$ cat src/rtl/audio_sample_buffer.sv
// Single-clock frame buffer between core audio generators and the audio
// serializer. Frames are captured on value change or on a strobe, and one
// frame is released per serializer request. The buffer primes before
// releasing, and keeps sticky overflow/underflow flags.
module audio_sample_buffer #(
  parameter int WIDTH             = 16,
  parameter int CHANNELS          = 2,
  parameter int DEPTH_LOG2        = 2,
  parameter int WR_MODE           = 0,
  parameter int PRIME_LEVEL       = 2,
  parameter int UNDERFLOW_ZERO    = 0,
  parameter int OVERFLOW_DROP_OLD = 0
) (
  input  logic                        clk_sys,
  input  logic                        reset_n,
  input  logic [CHANNELS*WIDTH-1:0]   core_audio,
  input  logic                        core_valid,
  input  logic                        rd_tick,
  input  logic                        clear_flags,
  output logic [CHANNELS*WIDTH-1:0]   audio_out,
  output logic                        audio_valid,
  output logic [DEPTH_LOG2:0]         level,
  output logic                        empty,
  output logic                        full,
  output logic                        overflow,
  output logic                        underflow
);

  localparam int FW    = CHANNELS * WIDTH;
  localparam int DEPTH = 1 << DEPTH_LOG2;
  localparam int LW    = DEPTH_LOG2 + 1;
  localparam logic [LW-1:0] LVL_FULL  = LW'(DEPTH);
  localparam logic [LW-1:0] LVL_PRIME = LW'(PRIME_LEVEL);

  typedef enum logic {PRIME, RUN} state_t;

  state_t                  state;
  state_t                  state_nxt;
  logic [FW-1:0]           mem [DEPTH];
  logic [DEPTH_LOG2-1:0]   wr_ptr;
  logic [DEPTH_LOG2-1:0]   rd_ptr;
  logic [FW-1:0]           prev;
  logic                    push;
  logic                    pop;
  logic                    wr_en;
  logic                    drop_old;
  logic                    overflow_set;
  logic                    underflow_set;
  logic [LW-1:0]           level_nxt;

  // In change-detect mode a frame differing from last cycle's input is a push.
  assign push = (WR_MODE != 0) ? core_valid : (core_audio != prev);

  // Read FSM decisions: priming, popping, and falling back to PRIME on underflow.
  always_comb begin
    state_nxt     = state;
    pop           = 1'b0;
    underflow_set = 1'b0;
    case (state)
      PRIME: begin
        if (level >= LVL_PRIME) state_nxt = RUN;
      end
      RUN: begin
        if (rd_tick) begin
          if (level != '0) begin
            pop = 1'b1;
          end else begin
            underflow_set = 1'b1;
            state_nxt     = PRIME;
          end
        end
      end
      default: state_nxt = PRIME;
    endcase
  end

  // Write acceptance and next fill level; a pop in the same cycle frees room.
  always_comb begin
    overflow_set = push && (level == LVL_FULL) && !pop;
    drop_old     = overflow_set && (OVERFLOW_DROP_OLD != 0);
    wr_en        = push && (!overflow_set || drop_old);
    level_nxt    = level;
    if (wr_en && !drop_old) level_nxt = level_nxt + LW'(1);
    if (pop)                level_nxt = level_nxt - LW'(1);
  end

  // FSM state register.
  always_ff @(posedge clk_sys or negedge reset_n) begin
    if (!reset_n) state <= PRIME;
    else          state <= state_nxt;
  end

  // Pointers, registered fill status and the change-detect reference frame.
  always_ff @(posedge clk_sys or negedge reset_n) begin
    if (!reset_n) begin
      wr_ptr <= '0;
      rd_ptr <= '0;
      level  <= '0;
      empty  <= 1'b0;
      full   <= 1'b0;
      prev   <= '0;
    end else begin
      if (wr_en)           wr_ptr <= wr_ptr + 1'b1;
      if (pop || drop_old) rd_ptr <= rd_ptr + 1'b1;
      level <= level_nxt;
      empty <= (level_nxt == '0);
      full  <= (level_nxt == LVL_FULL);
      prev  <= core_audio;
    end
  end

  // Frame storage; contents need no reset since the pointers define validity.
  always_ff @(posedge clk_sys) begin
    if (wr_en) mem[wr_ptr] <= core_audio;
  end

  // Output frame register: popped frame, or hold/zero when nothing is released.
  always_ff @(posedge clk_sys or negedge reset_n) begin
    if (!reset_n) begin
      audio_out   <= '0;
      audio_valid <= 1'b0;
    end else begin
      audio_valid <= rd_tick;
      if (rd_tick) begin
        if (pop)                      audio_out <= mem[rd_ptr];
        else if (UNDERFLOW_ZERO != 0) audio_out <= '0;
      end
    end
  end

  // Sticky flags; a new event in the clearing cycle keeps the flag set.
  always_ff @(posedge clk_sys or negedge reset_n) begin
    if (!reset_n) begin
      overflow  <= 1'b0;
      underflow <= 1'b0;
    end else begin
      overflow  <= overflow_set  | (overflow  & ~clear_flags);
      underflow <= underflow_set | (underflow & ~clear_flags);
    end
  end

endmodule

$ cat config.mk
export PLATFORM = sky130hd
export DESIGN_NAME = audio_sample_buffer
export DESIGN_NICKNAME = d
export VERILOG_FILES = /design/src/rtl/audio_sample_buffer.sv
export SDC_FILE = /design/constraint.sdc
export NUM_CORES = 1
export LEC_CHECK = 0
export BUFFER_PORTS_ARGS = -buffer_cell sky130_fd_sc_hd__buf_4
export CAP_MARGIN = 10
export CORE_ASPECT_RATIO = 0.9
export CORE_MARGIN = 4
export CORE_UTILIZATION = 58
export CTS_CLUSTER_SIZE = 14
export DETAILED_ROUTE_END_ITERATION = 6
export PLACE_DENSITY_LB_ADDON = 0.1
export SYNTH_ARGS = -nofsm -noshare
export SYNTH_HDL_FRONTEND = slang
export SYNTH_SLANG_ARGS = --single-unit
$ cat constraint.sdc
create_clock -name clk_sys -period 3.3 [get_ports clk_sys]
set_clock_uncertainty 0.1 [all_clocks]
set_input_delay 0.66 -clock clk_sys [delete_from_list [all_inputs] [get_ports clk_sys]]
set_output_delay 0.66 -clock clk_sys [all_outputs]
set_load 0.02 [all_outputs]
**Word level (Yosys, flattened, before mapping)**

Memory sizes are Yosys's and may differ from the RTL's. A register that Yosys moved wholly into a read port is not among the register bits.
Cells that the tools add are included.

- $add $sub $neg: 4
- Magnitude comparators: 1
- Equal/unequal tests: 3
- Mux-type cells: 13
- Bitwise operators: 6
- Reduce and logical (&&, ||, !) cells: 9

Operators by type and width:

| cell | count |
|---|---|
| $ne 32x32->1 | 1 |
| $mux 1 | 10 |
| $eq 3x3->1 const B | 2 |
| $mux 3 | 2 |
| $add 2x1->2 const B | 2 |
| $add 3x1->3 const B | 1 |
| $ge 3x2->1 const B | 1 |
| $logic_and 1x1->1 | 3 |
| $logic_not 1->1 | 3 |
| $logic_not 3->1 | 1 |
| $reduce_bool 3->1 | 1 |
| $sub 3x1->3 const B | 1 |
| $and 1x1->1 | 2 |
| $not 1->1 | 2 |
| $or 1x1->1 | 2 |
| $pmux 1 s2 | 1 |
| $reduce_and 2->1 | 1 |

- Register bits: 45
- Bits in writable memories: 128
- Bits of input ports: 37
- Output and inout port bits: 40
- Memories kept: 1

Memory list:

| name | words | bits a word | rd ports | clocked after Yosys merged registers in | write ports | RTL line | text |
|---|---|---|---|---|---|---|---|
| mem | 4 | 32 | 1 | 1 | 1 | 39 | `logic [FW-1:0] mem [DEPTH];` |

**Longest topological paths before layout**

Gate-level depths: netlist (run 1).

- Depth in word-level cells: 12
- Mapped depth: 11

**Worst setup path after synthesis (run 1)**

OpenSTA, ideal clock, no wires.

- Path type: input-to-reg
- From: input port core_audio[28]
- To: register full
- Library setup time: 0.078 ns
- Data arrival time: 2.511 ns
- Setup slack: 0.611 ns
- Stages: 11
- Buffers on the path: 1
- Cell sequence: xor2_1 > nor4_1 > nand4_1 > o21a_1 > buf_6 > mux2i_2 > ha_1 > nand2_1 > xor2_1 > xor2_1 > a21boi_1

- Word-level cells in the longest chain between the ends: 9

RTL lines:

| item | RTL line | text |
|---|---|---|
| start, declared | 16 | `input logic [CHANNELS*WIDTH-1:0] core_audio,` |
| $ne 32x32->1 (*) | 52 | `assign push = (WR_MODE != 0) ? core_valid : (core_audio != prev);` |
| $logic_and 1x1->1 (2 in series) | 79 | `overflow_set = push && (level == LVL_FULL) && !pop;` |
| $logic_not 1->1 | 81 | `wr_en = push && (!overflow_set \|\| drop_old);` |
| $logic_and 1x1->1 (*) | 81 |  |
| $mux 3 (*) | 83 | `if (wr_en && !drop_old) level_nxt = level_nxt + LW'(1);` |
| $sub 3x1->3 | 84 | `if (pop) level_nxt = level_nxt - LW'(1);` |
| $mux 3 (*) | 84 |  |
| via level_nxt[2] | 49 | `logic [LW-1:0] level_nxt;` |
| $eq 3x3->1 (*) | 107 | `full <= (level_nxt == LVL_FULL);` |
| end signal, assigned | 107 |  |
| end, declared | 24 | `output logic full,` |

The timed path passes the listed nets; every way through them passes the cells marked *.
A chain may end at the register's enable or synchronous reset.

**Worst setup path after layout (run 1)**

- From: register prev[25]
- To: register full

- Word-level cells in the longest chain between the ends: 9

RTL lines:

| item | RTL line | text |
|---|---|---|
| start, declared | 42 | `logic [FW-1:0] prev;` |
| start signal, assigned | 108 | `prev <= core_audio;` |
| $ne 32x32->1 (*) | 52 |  |
| $logic_and 1x1->1 (2 in series) | 79 |  |
| $logic_not 1->1 | 81 |  |
| $logic_and 1x1->1 (*) | 81 |  |
| $mux 3 (*) | 83 |  |
| $sub 3x1->3 | 84 |  |
| $mux 3 (*) | 84 |  |
| via level_nxt[2] | 49 |  |
| $eq 3x3->1 (*) | 107 |  |

Marks and branches as above.

==> results.cfg, run 1 <==
[drt]
ant_nets = 0
routed-via-count = 3619
drt_wl_total_mm = 13.7
dr.pass1.iters = 4
route.detailed.vias_per_inst = 5.50
wl_per_cell_um = 20.8
drt-initial-drc-count = 233
drt_drc_violations_left = 0

[clock_network]
cts_hold_repair.buffers = 0
ctsRootBufferMaster = sky130_fd_sc_hd__clkbuf_16
clk_latency_ps = 490
cts_buffers = 21
clock_tree_from_tritoncts = yes
numClockSinks = 205
cts-root-to-sink-buffers = 3
cts_resized = 0
clock_transition_time_at_the_flip_flop_clock_pins_of_the_worst_setup_and_hold_paths_ps = 60
postcts_setup_bufs = 0
htreeDepth = 1

[logic_synthesis]
synth_area_um2 = 7630
yosys_warnings = 0
yosysSeqAreaShare = 0.756
synth_area_per_cell_um2 = 20.4
synth_cell_types = 31
synth_nets = 420
total_of_flip_flops_plus_latches_after_synthesis = 205
syn_inst = 375

[layout]
antenna_cells_inserted = 0
postLayoutCellArea_um2 = 9220
seqCellArea_um2 = 5770
area_growth_synth_to_finish_pct = 20.8
fillerInstances = 826
final_core_density = 0.721
layout.cells.most_common_list = sky130_fd_sc_hd__edfxtp_1, sky130_fd_sc_hd__buf_4, sky130_fd_sc_hd__dfrtp_1
fraction_of_final_layout_cells_with_drive_strength_greater_than_1 = 0.389
design.final.nets = 526
layoutNonFillerInstCount = 658
mostFrequentLayoutCell = sky130_fd_sc_hd__edfxtp_1
multi_input_area_um2 = 1780

[setup_path]
crit_fanout = 4
rr_startpoint = prev[25]$_DFF_PN0_
end_kind = register
crit_path_start_kind = register
startpoint_of_the_most_critical_setup_path = prev[25]$_DFF_PN0_
worstPathRequired_ps = 3620
arrival_ps = 3240
path_class = reg -> reg
worst-r2r-setup-slack_ps = 380

[placed_design]
place_inst = 622
place_ws_ps = -63.0
routabilityCongestion = 0.735
io_buffers = 75
hpwl_mm = 8.25
dpl_cell_area_um2 = 8590

[floorplanning]
fp.dieW_um = 129
core_um2 = 12800
design.die.area_um2 = 15100
ioPinCount = 77
placementRows = 39
die_y_um = 117
floorplan.initialDensity = 0.597

[global_routing]
grt-ovfl-total = 0
grt_max_degree = 50
first_global_vias = 3831
grt_util_all_layers = 0.192
grt_antenna_before_repair = 0
grt_pass1_wl_mm = 21.6

[outcome]
outcome = finished clean

[sta]
setup_viol = 0
worst_slew_pin_slew_ps = 679
final_hold_viol_count = 0
finalHoldWorstSlack_ps = 116
final-max-slew-violation-count = 0
rsz0062_at_grt = no
finalSetupTns_ps = 0
final.min_clock_period_ps = 2920
timing.final.ws_setup_ps = 381
max_slew_margin = 0.548
fmax_ghz = 0.343
final_min_period_over_clock_period = 0.885

[job]
drv.max_cap_violation_count = 0

[power_and_ir_drop]
powerDensity_nw_per_um2 = 995
totalPowerFinal_mw = 9.17
power.static_leakage_nw = 3.57
vdd_drop_max_mv = 0.662

[min_path]
hold_path.class = in -> async
==> cell usage after synthesis <==
cell type	n	area (um^2)
sky130_fd_sc_hd__a21boi_1	1	7.51
sky130_fd_sc_hd__a21oi_1	1	5.00
sky130_fd_sc_hd__a31oi_1	1	6.26
sky130_fd_sc_hd__and2_1	4	25.0
sky130_fd_sc_hd__and3_1	2	12.5
sky130_fd_sc_hd__buf_2	7	35.0
sky130_fd_sc_hd__buf_6	1	11.3
sky130_fd_sc_hd__clkbuf_1	5	18.8
sky130_fd_sc_hd__dfrtp_1	77	1930
sky130_fd_sc_hd__edfxtp_1	128	3840
sky130_fd_sc_hd__ha_1	8	100
sky130_fd_sc_hd__inv_1	6	22.5
sky130_fd_sc_hd__mux2_2	32	360
sky130_fd_sc_hd__mux2i_1	3	30.0
sky130_fd_sc_hd__mux2i_2	1	13.8
sky130_fd_sc_hd__mux4_2	32	721
sky130_fd_sc_hd__nand2_1	4	15.0
sky130_fd_sc_hd__nand2b_1	1	6.26
sky130_fd_sc_hd__nand3_1	1	5.00
sky130_fd_sc_hd__nand4_1	2	12.5
sky130_fd_sc_hd__nor2_1	1	3.75
sky130_fd_sc_hd__nor2b_1	1	6.26
sky130_fd_sc_hd__nor3_1	3	15.0
sky130_fd_sc_hd__nor4_1	8	50.1
sky130_fd_sc_hd__o211ai_1	1	7.51
sky130_fd_sc_hd__o21a_1	1	7.51
sky130_fd_sc_hd__o21ai_0	1	5.00
sky130_fd_sc_hd__o22ai_1	2	12.5
sky130_fd_sc_hd__or2_2	1	6.26
sky130_fd_sc_hd__xnor2_1	4	35.0
sky130_fd_sc_hd__xor2_1	35	307
==> state kept, by name (all words and copies together) (netlist names) <==
signal / cells
audio_out: 32
audio_valid: 1
empty: 1
full: 1
level: 3
mem: 128
overflow: 1
prev: 32
rd_ptr: 2
state: 1
underflow: 1
wr_ptr: 2
==> final timing paths <==
path | endpoint | depth (start not counted)
min in group clk_sys | audio_valid$_DFF_PN0_ | 1
worst min register to register | audio_out[23]$_DFFE_PN0P_ | 1
worst max-delay path | full$_DFF_PN0_ | 11
max in group asynchronous | audio_out[11]$_DFFE_PN0P_ | 2
worst max register to register | full$_DFF_PN0_ | 11
worst min-delay path | audio_out[17]$_DFFE_PN0P_ | 1
==> where the power goes <==
part	internal, mW	switching (mW)	leakage, nW	total, mW
Sequential	3.70	0.343	2.10	4.04
Clock	1.27	0.907	0.311	2.17
Combinational	1.47	1.48	1.16	2.95
==> layer usage <==
layer,vias to the layer above,global-route usage,routed length [um]
li1,1651,-,-
met1,1871,0.255,5670
met2,73,0.329,7120
met3,24,0.0417,628
met4,0,0.0525,244
met5,-,0,0
==> critical path, cell delays in order, from the launching register on <==
cell	delay [ps]
sky130_fd_sc_hd__dfrtp_1	370
sky130_fd_sc_hd__xor2_1	160
sky130_fd_sc_hd__nor4_1	440
sky130_fd_sc_hd__buf_4	190
sky130_fd_sc_hd__nand4_1	210
sky130_fd_sc_hd__o21a_1	340
sky130_fd_sc_hd__xnor2_1	230
sky130_fd_sc_hd__ha_1	180
sky130_fd_sc_hd__nand2_1	50
sky130_fd_sc_hd__xor2_1	170
sky130_fd_sc_hd__xor2_1	220
sky130_fd_sc_hd__a21boi_1	180
==> cell families (layout without fill, tap and decap cells) <==
logic type | Yosys count | in the layout | share of synthesized area
compound gates | 8 | 8 | 0.00672
xor+xnor | 39 | 39 | 0.0447
fa+ha+maj | 8 | 8 | 0.0131
buf+inv | 19 | 138 | 0.0115
flops | 205 | 205 | 0.756
mux | 68 | 68 | 0.147
simple gates | 28 | 28 | 0.0207
==> cell type report <==
class,count,share of cell area
tap,164,0.0223
timing repair buffer,96,0.0877
multi-input combinational,151,0.193
clock inverter,10,0.00801
inverter,6,0.00244
clock buffer,26,0.0601
sequential,205,0.626
(Power assumes the default switching activity.)
==> run 2, diff against run 1 <==
--- a/config.mk
+++ b/config.mk
@@ -7,12 +7,16 @@
 export LEC_CHECK = 0
 export BUFFER_PORTS_ARGS = -buffer_cell sky130_fd_sc_hd__buf_4
 export CAP_MARGIN = 10
+export CELL_PAD_IN_SITES_DETAIL_PLACEMENT = 0
+export CELL_PAD_IN_SITES_GLOBAL_PLACEMENT = 1
 export CORE_ASPECT_RATIO = 0.9
 export CORE_MARGIN = 4
-export CORE_UTILIZATION = 58
+export CORE_UTILIZATION = 51
 export CTS_CLUSTER_SIZE = 14
 export DETAILED_ROUTE_END_ITERATION = 6
 export PLACE_DENSITY_LB_ADDON = 0.1
+export SKIP_LAST_GASP = 1
+export SLEW_MARGIN = 5
 export SYNTH_ARGS = -nofsm -noshare
 export SYNTH_HDL_FRONTEND = slang
 export SYNTH_SLANG_ARGS = --single-unit
==> run 2 against run 1 <==
  * Register-to-register slack better by 170 ps
  * Final cell count grew 5.0%
  * Maximum frequency rose by 6.2%
  * Sequential share of layout area grew 0.060 points
  * Worst setup slack better by 170 ps
  * Largest cell class unchanged
  * First-iteration DRC count decreased by 25%
  * Sequential power hardly changed
  * Die area increased by 13%
==> results.cfg, run 2 (synthesized netlist as in run 1, its figures left out) <==
[power_and_ir_drop]
vdd_drop_max_mv = 0.580
power.static_leakage_nw = 3.55
share_comb_of_total_power = 0.312
powerDensity_nw_per_um2 = 984
pwr-share-clk = 0.239
pwr-share-seq = 0.449
p_sw_mw = 2.72
power.share.switching = 0.300
p_int_mw = 6.35

[global_routing]
grt_use_met1 = 0.238
grt_util_all_layers = 0.169
grt_antenna_before_repair = 0
grt_max_degree = 55
top_usage_layer = met2
grt-ovfl-total = 0
grt_use_met2 = 0.274
use_met3 = 0.0351
grt_pass1_wl_mm = 21.5
first_global_vias = 3822

[floorplanning]
ioPinCount = 77
design.die.area_um2 = 17000
core_um2 = 14700
placementRows = 42
fp.dieW_um = 137
floorplan.initialDensity = 0.519
die_y_um = 124

[drt]
wl_per_cell_um = 19.6
dr.pass1.iters = 4
routed-via-count = 3592
drt_wl_total_mm = 13.5
drt_drc_violations_left = 0
route.detailed.vias_per_inst = 5.20
drt-initial-drc-count = 175
ant_nets = 0

[clock_network]
numClockSinks = 205
ctsRootBufferMaster = sky130_fd_sc_hd__clkbuf_16
cts_hold_repair.buffers = 0
postcts_setup_bufs = 0
cts_resized = 0
clock_transition_time_at_the_flip_flop_clock_pins_of_the_worst_setup_and_hold_paths_ps = 60
clock_tree_from_tritoncts = yes
clk_latency_ps = 490
htreeDepth = 1
cts-root-to-sink-buffers = 3
cts_buffers = 21

[layout]
layoutNonFillerInstCount = 691
seqCellArea_um2 = 5770
largest_register_ff_count = 128
largest_register = mem
antenna_cells_inserted = 0
layout.cells.most_common_list = sky130_fd_sc_hd__edfxtp_1, sky130_fd_sc_hd__buf_4, sky130_fd_sc_hd__dfrtp_1
fillerInstances = 1091
multi_input_area_um2 = 1780
mostFrequentLayoutCell = sky130_fd_sc_hd__edfxtp_1
design.final.nets = 523
fraction_of_final_layout_cells_with_drive_strength_greater_than_1 = 0.387
reg.largest.list = mem x128, audio_out x32, prev x32
area_growth_synth_to_finish_pct = 20.7

[setup_path]
worstPathRequired_ps = 3610
crit_path_start_kind = register
arrival_ps = 3060
crit_fanout = 4
end_kind = register
path_class = reg -> reg

[sta]
fmax_ghz = 0.364
final_min_period_over_clock_period = 0.833
max_slew_margin = 0.480
setup_viol = 0
rsz0062_at_grt = no
final.min_clock_period_ps = 2750
final-max-slew-violation-count = 0
finalSetupTns_ps = 0
finalHoldWorstSlack_ps = 141
final_hold_viol_count = 0
worst_slew_pin_slew_ps = 780

[placed_design]
io_buffers = 75
place_inst = 653
hpwl_mm = 8.53
routabilityCongestion = 0.715

[outcome]
outcome = finished clean

[job]
drv.max_cap_violation_count = 0

[min_path]
hold_path.class = in -> async
==> run 2: routing by layer <==
metal / part of all wire / vias to the layer above / wire length, um
met5: 0 / - / 0
met4: 0.021 / 0 / 281
met2: 0.50 / 73 / 6720
met3: 0.047 / 24 / 639
li1: - / 1645 / -
met1: 0.43 / 1850 / 5880
==> run 2: cell type report <==
| class | count | area share |
|---|---|---|
| sequential | 205 | 0.627 |
| multi-input combinational | 151 | 0.194 |
| timing repair buffer | 93 | 0.0812 |
| clock buffer | 29 | 0.0636 |
| tap | 198 | 0.0269 |
| clock inverter | 9 | 0.00557 |
| inverter | 6 | 0.00245 |
==> run 2: worst paths after layout <==
kind,start,endpoint,slack [ps],cells after the start
max reg2reg,prev[24]$_DFF_PN0_,full$_DFF_PN0_,550,10
min in group clk_sys,rd_tick,audio_valid$_DFF_PN0_,210,1
min,reset_n,audio_out[26]$_DFFE_PN0P_,140,1
max in group asynchronous,reset_n,audio_out[29]$_DFFE_PN0P_,2360,2
min reg2reg,audio_out[0]$_DFFE_PN0P_,audio_out[0]$_DFFE_PN0P_,410,1
max,prev[24]$_DFF_PN0_,full$_DFF_PN0_,550,10
==> run 2: worst max-delay path: stages, from the launching register on <==
cell and delay [ps]:
sky130_fd_sc_hd__dfrtp_1 380, sky130_fd_sc_hd__xor2_1 170, sky130_fd_sc_hd__nor4_1 370, sky130_fd_sc_hd__nand4_1 280, sky130_fd_sc_hd__o21a_1 320, sky130_fd_sc_hd__mux2i_2 180, sky130_fd_sc_hd__ha_1 210, sky130_fd_sc_hd__nand2_1 70
sky130_fd_sc_hd__xor2_1 170, sky130_fd_sc_hd__xor2_1 240, sky130_fd_sc_hd__a21boi_1 180
==> run 2: through the flow <==
step	area [um^2]	power [mW]	setup slack (ps)	util
final	9210	9.06	551	0.626
after global routing	9210	9.59	264	0.626
after CTS	9210	9.21	476	0.626
after detailed placement	8570	7.04	86.1	0.583
after global placement	8570	6.95	69.5	0.583
after floorplan	7630	5.87	611	-
==> run 2: power by group through the flow <==
stage	combinational [mW]	sequential, mW	clock [mW]
after detailed placement	2.89	4.14	0
after CTS	2.90	4.09	2.22
final	2.83	4.07	2.17
after global routing	3.08	4.17	2.34
after floorplan	1.59	4.27	0
after global placement	2.85	4.10	0
==> run 3, diff against run 2 <==
==> constraint.sdc (replaced) <==
create_clock -name clk_sys -period 2.6 [get_ports clk_sys]
set_clock_uncertainty 0.1 [all_clocks]
set_input_delay 0.52 -clock clk_sys [delete_from_list [all_inputs] [get_ports clk_sys]]
set_output_delay 0.52 -clock clk_sys [all_outputs]
set_load 0.02 [all_outputs]
==> run 3 against run 2 <==
  * The flow now finishes with violations (negative setup slack)
  * Critical endpoint unchanged
  * Global-route usage grew 0.58 points
  * Worst hold slack lost 65 ps
  * Final cell count up 5.1%
  * Maximum frequency increased by 2.7%
  * Sequential share of layout area decreased by 2.6 points
  * Largest cell class unchanged
  * Sequential cell count unchanged
  * Register-to-register slack got worse by 630 ps
  * First-iteration DRC count shrank 25%
  * Worst setup slack got worse by 630 ps
  * Highest routed layer unchanged
  * Via count increased by 3.8%
==> results.cfg, run 3 (synthesized netlist as in run 1, its figures left out) <==
[layout]
final_core_density = 0.654
fillerInstances = 1051
reg.largest.list = mem x128, audio_out x32, prev x32
largest_register = mem
antenna_cells_inserted = 0
design.final.nets = 559
largest_register_ff_count = 128
layoutNonFillerInstCount = 726
area_growth_synth_to_finish_pct = 26.0
layout.cells.most_common_list = sky130_fd_sc_hd__edfxtp_1, sky130_fd_sc_hd__buf_4, sky130_fd_sc_hd__dfrtp_1
fraction_of_final_layout_cells_with_drive_strength_greater_than_1 = 0.451
mostFrequentLayoutCell = sky130_fd_sc_hd__edfxtp_1
postLayoutCellArea_um2 = 9620

[power_and_ir_drop]
vdd_drop_max_mv = 0.631
powerDensity_nw_per_um2 = 1220
pwr-share-clk = 0.228
share_comb_of_total_power = 0.337
power.share.switching = 0.298
power.static_leakage_nw = 3.73
p_sw_mw = 3.50
pwr-share-seq = 0.435
p_int_mw = 8.25

[clock_network]
htreeDepth = 1
cts_buffers = 20
clk_latency_ps = 480
clock_transition_time_at_the_flip_flop_clock_pins_of_the_worst_setup_and_hold_paths_ps = 60
clock_tree_from_tritoncts = yes
ctsRootBufferMaster = sky130_fd_sc_hd__clkbuf_16
cts-root-to-sink-buffers = 3
numClockSinks = 205

[floorplanning]
placementRows = 42
fp.dieW_um = 137
ioPinCount = 77
floorplan.initialDensity = 0.519
die_y_um = 124
core_um2 = 14700
design.die.area_um2 = 17000

[setup_path]
worstPathRequired_ps = 2900
arrival_ps = 2980
crit_chain = xor2_1 -> nor4_1 -> buf_4 -> nand4_1 -> o21a_2 -> mux2i_2 -> ha_2 -> nand2_2 -> xor2_1 -> xor2_1 -> a21boi_2
crit_path_start_kind = register
crit_top_cell = sky130_fd_sc_hd__xor2_1
end_kind = register
slowest_stage = sky130_fd_sc_hd__dfrtp_1
path_class = reg -> reg
crit_fanout = 4
critPathMaxStageDelay_ps = 370

[placed_design]
hpwl_mm = 8.99
routabilityCongestion = 0.753
place_inst = 687
place_ws_ps = -499
io_buffers = 75
dpl_cell_area_um2 = 8900

[sta]
final-max-slew-violation-count = 0
final_min_period_over_clock_period = 1.03
final_hold_viol_count = 0
final.min_clock_period_ps = 2680
worst_slew_pin_slew_ps = 525
max_slew_margin = 0.650
setup_viol = 2
rsz0062_at_grt = yes
timing.final.ws_setup_ps = -77.4
fmax_ghz = 0.373
finalSetupTns_ps = -129

[outcome]
failed_checks = negative setup slack
outcome = finished with violations

[drt]
drt_wl_total_mm = 14.0
drt-initial-drc-count = 132
drt_drc_violations_left = 0
dr.pass1.iters = 4
ant_nets = 0
route.detailed.vias_per_inst = 5.13
routed-via-count = 3727
wl_per_cell_um = 19.2

[global_routing]
grt_pass1_wl_mm = 22.3
first_global_vias = 4050
grt_max_degree = 44
grt_util_all_layers = 0.175
grt_antenna_before_repair = 0
grt-ovfl-total = 0

[min_path]
hold_path.class = in -> reg

[job]
drv.max_cap_violation_count = 0
## run 3: cell count changes in the layout (fill, tap and decap cells not counted), moves of 2 or more
cell	delta
sky130_fd_sc_hd__buf_4	+30
sky130_fd_sc_hd__buf_12	+6
sky130_fd_sc_hd__nor4_1	-4
sky130_fd_sc_hd__nor4_2	+3
sky130_fd_sc_hd__and3_1	-2
sky130_fd_sc_hd__and3_4	+2
## run 3: power by group through the flow
stage | registers (mW) | logic, mW | clock network, mW
after floorplan | 5.42 | 2.02 | 0
after global placement | 5.13 | 3.92 | 0
after detailed placement | 5.20 | 3.97 | 0
after CTS | 5.14 | 4.01 | 2.76
after global routing | 5.23 | 4.27 | 2.91
final | 5.11 | 3.96 | 2.67
## run 3: area by class of cell
class	instances	area, um^2	area share
clock inverter	8	42.5	0.00442
multi-input combinational	151	1860	0.193
sequential	205	5770	0.600
tap	198	248	0.0258
timing repair buffer	130	1100	0.115
inverter	6	22.5	0.00234
clock buffer	28	572	0.0595
## run 3: per-layer routing
layer,share of wire,global-route usage,vias up
met5,0,0,-
met3,0.038,0.0347,10
met4,0.011,0.0337,0
met1,0.45,0.243,1922
met2,0.50,0.293,74
li1,-,-,1721
## run 3: per-stage QoR
step / total power, mW / hold WS (ps)
floorplan: 7.45 / 124
global placement: 9.05 / 391
detailed placement: 9.16 / 396
CTS: 11.9 / 55.2
global route: 12.4 / 49.4
finish: 11.7 / 75.9
## run 3: critical path, delay by kind of cell (launching register included)
family,cells,cell delay [ps]
mux,1,210
compound gates,2,490
xor+xnor,3,500
buf+inv,1,170
simple gates,3,540
fa+ha+maj,1,200
flops,1,370
## run 3: worst paths after layout
| check | cells past startpoint | to | start | slack [ps] |
|---|---|---|---|---|
| max | 11 | full$_DFF_PN0_ | prev[5]$_DFF_PN0_ | -80 |
| min | 1 | audio_valid$_DFF_PN0_ | rd_tick | 80 |
| max reg2reg | 11 | full$_DFF_PN0_ | prev[5]$_DFF_PN0_ | -80 |
| min reg2reg | 1 | audio_out[23]$_DFFE_PN0P_ | audio_out[23]$_DFFE_PN0P_ | 410 |
| max in group asynchronous | 3 | wr_ptr[0]$_DFFE_PN0P_ | reset_n | 1310 |
| min in group asynchronous | 2 | prev[31]$_DFF_PN0_ | reset_n | 460 |
## run 3: timing repair
item                                   4_1_cts  5_1_grt
pin swaps                                    8        8
gates cloned                                 0        0
gates resized for setup                      6        8
setup buffers                                1        1
setup endpoints to repair                   72        3
endpoints found under the hold margin       34        0
hold buffers                                 1        0
